### src/rtl/cap_regctrl_mc.sv
// Multi-channel capture register controller: per-channel CAPADDR/CAPCTRL/CAPINT/CAPFIFO/FRAMECNT
// windows plus a global IRQ summary page, with one-shot capture and a registered interrupt line.
module cap_regctrl_mc #(
    parameter int         NCH  = 2,
    parameter logic [3:0] BASE = 4'h1
) (
    input  logic              i_aclk,
    input  logic              i_arst,
    input  logic [NCH-1:0]    i_cam_vsync,
    input  logic [NCH-1:0]    i_found_href,
    input  logic [NCH-1:0]    i_fifoover,
    input  logic [NCH-1:0]    i_fifounder,
    input  logic [15:0]       i_wraddr,
    input  logic [3:0]        i_byteen,
    input  logic              i_wren,
    input  logic [31:0]       i_wdata,
    input  logic [15:0]       i_rdaddr,
    input  logic              i_rden,
    output logic [31:0]       o_rdata,
    output logic [32*NCH-1:0] o_capaddr,
    output logic [NCH-1:0]    o_capon,
    output logic              o_cap_irq
);
    logic [NCH-1:0] r_prev_vs, r_capon, r_cblank, r_oneshot, r_armed;
    logic [NCH-1:0] r_frm_en, r_frm_st, r_err_en, r_err_st, r_under, r_over;
    logic [31:0]    r_capaddr  [NCH];
    logic [7:0]     r_ovcnt    [NCH];
    logic [15:0]    r_framecnt [NCH];
    logic [31:0]    r_rdata;
    logic           r_cap_irq;

    logic [NCH-1:0] w_vs_rise, w_irq_vec;
    logic [NCH-1:0] w_we_addr, w_we_ctrl, w_we_int, w_we_fifo, w_we_ovclr, w_we_fcnt;
    logic [31:0]    w_wdata_al, w_rd_val;
    logic           w_wr_hit;
    logic           w_unused;

    assign w_vs_rise  = i_cam_vsync & ~r_prev_vs;
    assign w_irq_vec  = (r_frm_en & r_frm_st) | (r_err_en & r_err_st);
    assign w_wdata_al = {i_wdata[31:3], 3'b000};
    assign w_wr_hit   = i_wren && (i_wraddr[15:12] == BASE);
    assign w_unused   = ^{i_wraddr[1:0], i_rdaddr[1:0]};

    always_comb begin
        w_we_addr  = '0;
        w_we_ctrl  = '0;
        w_we_int   = '0;
        w_we_fifo  = '0;
        w_we_ovclr = '0;
        w_we_fcnt  = '0;
        for (int c = 0; c < NCH; c++) begin
            if (w_wr_hit && (i_wraddr[11:8] == 4'(c))) begin
                w_we_addr[c]  = (i_wraddr[7:2] == 6'h00);
                w_we_ctrl[c]  = (i_wraddr[7:2] == 6'h01) && i_byteen[0];
                w_we_int[c]   = (i_wraddr[7:2] == 6'h02) && i_byteen[0];
                w_we_fifo[c]  = (i_wraddr[7:2] == 6'h03) && i_byteen[0];
                w_we_ovclr[c] = (i_wraddr[7:2] == 6'h03) && i_byteen[1];
                w_we_fcnt[c]  = (i_wraddr[7:2] == 6'h04) && i_byteen[0];
            end
        end
    end

    always_comb begin
        w_rd_val = '0;
        if (i_rdaddr[15:12] == BASE) begin
            if (i_rdaddr[11:8] == 4'hF) begin
                if (i_rdaddr[7:2] == 6'h00) w_rd_val[NCH-1:0] = w_irq_vec;
            end else begin
                for (int c = 0; c < NCH; c++) begin
                    if (i_rdaddr[11:8] == 4'(c)) begin
                        case (i_rdaddr[7:2])
                            6'h00:   w_rd_val = r_capaddr[c];
                            6'h01:   w_rd_val = {29'd0, r_oneshot[c], r_cblank[c], r_capon[c]};
                            6'h02:   w_rd_val = {28'd0, r_err_st[c], r_err_en[c],
                                                 r_frm_st[c], r_frm_en[c]};
                            6'h03:   w_rd_val = {16'd0, r_ovcnt[c], 6'd0, r_over[c], r_under[c]};
                            6'h04:   w_rd_val = {16'd0, r_framecnt[c]};
                            default: w_rd_val = '0;
                        endcase
                    end
                end
            end
        end
    end

    always_ff @(posedge i_aclk) begin
        if (i_arst) begin
            // prev starts high so a VSYNC held through reset produces no edge
            r_prev_vs <= '1;
            r_capon   <= '0;
            r_cblank  <= '0;
            r_oneshot <= '0;
            r_armed   <= '0;
            r_frm_en  <= '0;
            r_frm_st  <= '0;
            r_err_en  <= '0;
            r_err_st  <= '0;
            r_under   <= '0;
            r_over    <= '0;
            r_rdata   <= '0;
            r_cap_irq <= 1'b0;
            for (int c = 0; c < NCH; c++) begin
                r_capaddr[c]  <= '0;
                r_ovcnt[c]    <= '0;
                r_framecnt[c] <= '0;
            end
        end else begin
            r_prev_vs <= i_cam_vsync;
            r_cap_irq <= |w_irq_vec;
            if (i_rden) r_rdata <= w_rd_val;
            for (int c = 0; c < NCH; c++) begin
                if (w_we_addr[c]) begin
                    for (int b = 0; b < 4; b++) begin
                        if (i_byteen[b]) r_capaddr[c][8*b +: 8] <= w_wdata_al[8*b +: 8];
                    end
                end

                // One-shot auto-clear first; a same-cycle software CAPCTRL write overrides it
                if (w_vs_rise[c] && r_oneshot[c]) begin
                    if (r_armed[c]) begin
                        r_capon[c] <= 1'b0;
                        r_armed[c] <= 1'b0;
                    end else if (r_capon[c]) begin
                        r_armed[c] <= 1'b1;
                    end
                end
                if (w_we_ctrl[c]) begin
                    r_capon[c]   <= i_wdata[0];
                    r_oneshot[c] <= i_wdata[2];
                    if (i_wdata[0]) r_armed[c] <= 1'b0;
                end

                if (w_vs_rise[c] && i_found_href[c]) r_cblank[c] <= 1'b1;
                else if (w_we_ctrl[c] && i_wdata[1]) r_cblank[c] <= 1'b0;

                if (w_we_int[c]) begin
                    r_frm_en[c] <= i_wdata[0];
                    r_err_en[c] <= i_wdata[2];
                end
                if (w_vs_rise[c]) r_frm_st[c] <= 1'b1;
                else if (w_we_int[c] && i_wdata[1]) r_frm_st[c] <= 1'b0;
                if (i_fifoover[c] || i_fifounder[c]) r_err_st[c] <= 1'b1;
                else if (w_we_int[c] && i_wdata[3]) r_err_st[c] <= 1'b0;

                if (i_fifounder[c]) r_under[c] <= 1'b1;
                else if (w_we_fifo[c] && i_wdata[0]) r_under[c] <= 1'b0;
                if (i_fifoover[c]) r_over[c] <= 1'b1;
                else if (w_we_fifo[c] && i_wdata[1]) r_over[c] <= 1'b0;

                if (w_we_ovclr[c]) r_ovcnt[c] <= {7'd0, i_fifoover[c]};
                else if (i_fifoover[c] && (r_ovcnt[c] != 8'hFF)) r_ovcnt[c] <= r_ovcnt[c] + 8'd1;

                if (w_we_fcnt[c]) r_framecnt[c] <= '0;
                else if (w_vs_rise[c] && r_capon[c]) r_framecnt[c] <= r_framecnt[c] + 16'd1;
            end
        end
    end

    always_comb begin
        o_capaddr = '0;
        for (int c = 0; c < NCH; c++) o_capaddr[32*c +: 32] = r_capaddr[c];
    end

    assign o_rdata   = r_rdata;
    assign o_capon   = r_capon;
    assign o_cap_irq = r_cap_irq;
endmodule

### config.mk
export PLATFORM = sky130hd
export DESIGN_NAME = cap_regctrl_mc
export DESIGN_NICKNAME = d
export VERILOG_FILES = /design/src/rtl/cap_regctrl_mc.sv
export SDC_FILE = /design/constraint.sdc
export NUM_CORES = 1
export LEC_CHECK = 0
export ABC_CLOCK_PERIOD_IN_PS = 3100
export BUFFER_PORTS_ARGS = -buffer_cell sky130_fd_sc_hd__buf_2
export CAP_MARGIN = 30
export CORE_UTILIZATION = 50
export DETAILED_ROUTE_END_ITERATION = 6
export HOLD_SLACK_MARGIN = 0.02
export PLACE_DENSITY_LB_ADDON = 0.3
export SETUP_SLACK_MARGIN = 0.4
export SKIP_CTS_REPAIR_TIMING = 1
export SYNTH_ARGS = -nofsm -noshare
export SYNTH_HDL_FRONTEND = slang
export SYNTH_SLANG_ARGS = --single-unit
### constraint.sdc
create_clock -name i_aclk -period 3.1 [get_ports i_aclk]
set_input_delay 0.465 -clock i_aclk [delete_from_list [all_inputs] [get_ports i_aclk]]
set_output_delay 0.465 -clock i_aclk [all_outputs]
set_load 0.1 [all_outputs]
==> flow_metrics.tcl <==
set metrics [dict create \
    status "finished, final reports clean" \
    critPathCaptureType "flip-flop" \
    die_height_um 127 \
    yosysTopAreaCellShare_pct 40.6 \
    final_cell_area_um2 9470 \
    timing.fmax_mhz 460 \
    tightestPinTransition_ns 0.693 \
    die_area_um2 16200 \
    synth_top_cell_by_area "edfxtp_1" \
    path_class "input port to flip-flop" \
    clk_path_buf_depth 2 \
    critPathRequiredTime_ns 3.20 \
    gr-total-overflow 0 \
    total_power_mw 5.15 \
    cp_top_family "simple AND/OR/NAND/NOR gates" \
    crit_buf_inv 1 \
    synth_top_family_by_area "simple AND/OR/NAND/NOR gates" \
    clock_sinks 161 \
    ant_nets 0 \
    finalWirelength_mm 21.3 \
    synthAdderAreaFrac_pct 0.639 \
    routedWlPerCell_um 18.5 \
    grt_pass1_vias 6167 \
    start_kind "input port" \
    power_leakage_nw 3.76 \
    cts-root-buf "clkbuf_16" \
    antenna_found_initial 0 \
    syn2layout_area_growth_pct 21.0 \
    num_vias 6507 \
    yosys.area_share.simple_pct 21.7 \
    fin_util_pct 62.1 \
    slew_violations 0 \
    cp_num_cells 6 \
    synth_edf_count 106 \
    dr.pass1.iters 5 \
    num_rows 45 \
    place.gp.congestion 0.870 \
    setup_slack_ns 0.926 \
    crit_slowest_cell "nor4b_2" \
    synthXorXnorAreaFrac_pct 4.36 \
    reg2reg_depth 5 \
    hold_viol_final 0 \
    slew_headroom_pct 53.5 \
    grt_max_degree 35 \
    placed_area_um2 8900 \
    muxShareOfSynthArea_pct 3.61 \
    coreArea_um2 15300 \
    netlist_top_cells_area "edfxtp_1, dfxtp_1, nor2_1, nand2_1, and2_1" \
    drv_cap 0 \
    skew_ns 0.00870 \
    cts_made_buffers 17 \
    synth-compound-area-share_pct 11.4 \
    grt_usage_pct 27.2 \
    path_common_cell "nand2_1" \
    synth.ff_latch_count 161 \
    synth.cell_area_um2 7830 \
    clk_latency_ns 0.44 \
    die_x_um 127 \
    holdCritPathClass "input port to flip-flop" \
    diodes 0 \
    drive_gt1_share_pct 26.5 \
    timing.setup.tns_ns 0 \
    num-nets-final 1010 \
    yosys_warnings 0 \
    arrival_ns 2.27 \
    routed_via_density 5.66 \
    clkTransAtPathRegs_ns 0.07 \
    grt_pass1_wl_mm 33.0 \
    synth-main-ff-cell "edfxtp_1" \
    critPathMaxFanout 8 \
    io_pins 179 \
    htreeDepth 4 \
    drc 0 \
    p_per_area_nw_per_um2 543 \
    setup_viol 0 \
    tritoncts "yes" \
    ys_types 62 \
    min_period_ns 2.17 \
    synth-async-reset-ratio_pct 0 \
    synth_cells 758 \
    drtIter0Drc 537 \
    portBuffers 168 \
    max_stage_delay_ns 0.56 \
    synth_area_per_cell_um2 10.3 \
    peakVddDrop_v 0.000405 \
    start_util_pct 51.3 \
    preCtsSetupSlack_ns 0.463 \
    min_path_cells 2 \
    grt_setup_unrepaired "no" \
    synth_seq_area_share_pct 54.7 \
    path_cells "buf_2 -> nor4b_2 -> nand3_2 -> nor4_4 -> nand2_1 -> nand2_1" \
    period_share_pct 70.1 \
    hpwlAfterDp_mm 15.6 \
]
==> power breakdown <==
group	switching [mW]	internal (mW)
clock	0.871	1.18
combinational	0.522	0.140
sequential	0.0717	2.36
==> state kept, by name, indices dropped and copies added (netlist names), 16 cells and up <==
name	cells
o_rdata	32
r_capaddr	58
r_framecnt	32
r_ovcnt	16
==> final timing paths <==
path	from	endpoint	slack [ns]
max	i_wraddr[11]	r_capaddr[1][25]	0.93
min	i_cam_vsync[1]	r_prev_vs[1]	0.22
max reg2reg	r_framecnt[1][2]	r_framecnt[1][15]	1.09
min reg2reg	o_rdata[15]	o_rdata[15]	0.44
==> logic make-up after synthesis <==
logic type / after synthesis
AOI/OAI and AO/OA: 135
xor gates and xnor gates: 39
adders and majority gates: 4
buffers and inverters: 63
DFF: 161
muxes: 26
other: 1
and+or+nand+nor: 329
==> cell usage after synthesis (3+ instances only) <==
master,count
nor2_1,92
xor2_1,23
a221oi_1,22
a31oi_1,4
a21oi_1,40
mux2_2,18
edfxtp_1,106
or3_1,4
dfxtp_1,55
clkbuf_1,24
nor3_1,7
nand4_1,6
and3_1,33
nand2_1,81
a22oi_1,19
nor4_1,4
nor4b_2,3
ha_1,4
nor2b_1,8
mux2i_1,8
o21ai_0,14
o21ai_1,12
inv_1,18
buf_4,6
nand3_1,31
and4_1,4
a211oi_1,3
and2_1,34
buf_2,10
xnor2_1,16
o31ai_1,3
a22o_1,3
==> cells in the final DEF (no fill, tap or decap), drive strengths merged, types with 19 or more instances in the layout <==
cell / netlist / final
inv: 18 / 19
dfxtp: 55 / 55
nand2: 83 / 83
buf: 19 / 187
a21oi: 40 / 40
o21ai: 26 / 26
edfxtp: 106 / 106
and2: 34 / 34
nor2: 92 / 92
a22oi: 19 / 19
nand3: 32 / 32
xor2: 23 / 23
a221oi: 22 / 22
and3: 33 / 33
==> per-stage QoR <==
stage               std cells  hold slack (ns)
global route             1150            0.212
detailed placement       1118            0.438
CTS                      1150            0.209
floorplan                 763            0.440
finish                   1150            0.215
global placement         1118            0.433
==> cell type report <==
class                           count  area [um2]
Inverter                           20        75.1
Clock inverter                     14         141
Multi-Input combinational cell    539        3300
Sequential cell                   161        4280
Fill cell                        1288        5780
Timing Repair Buffer              187         983
Clock buffer                       18         429
Tap cell                          211         264
==> layer usage <==
layer	track usage (%)	part of all wire, %	up-vias
met2	44.7	48	334
met1	33.7	41	3054
met4	10.5	2.2	0
met5	0	0	-
li1	-	-	3084
met3	8.25	9.1	35
Note: power is estimated with default switching activity, not from simulation.
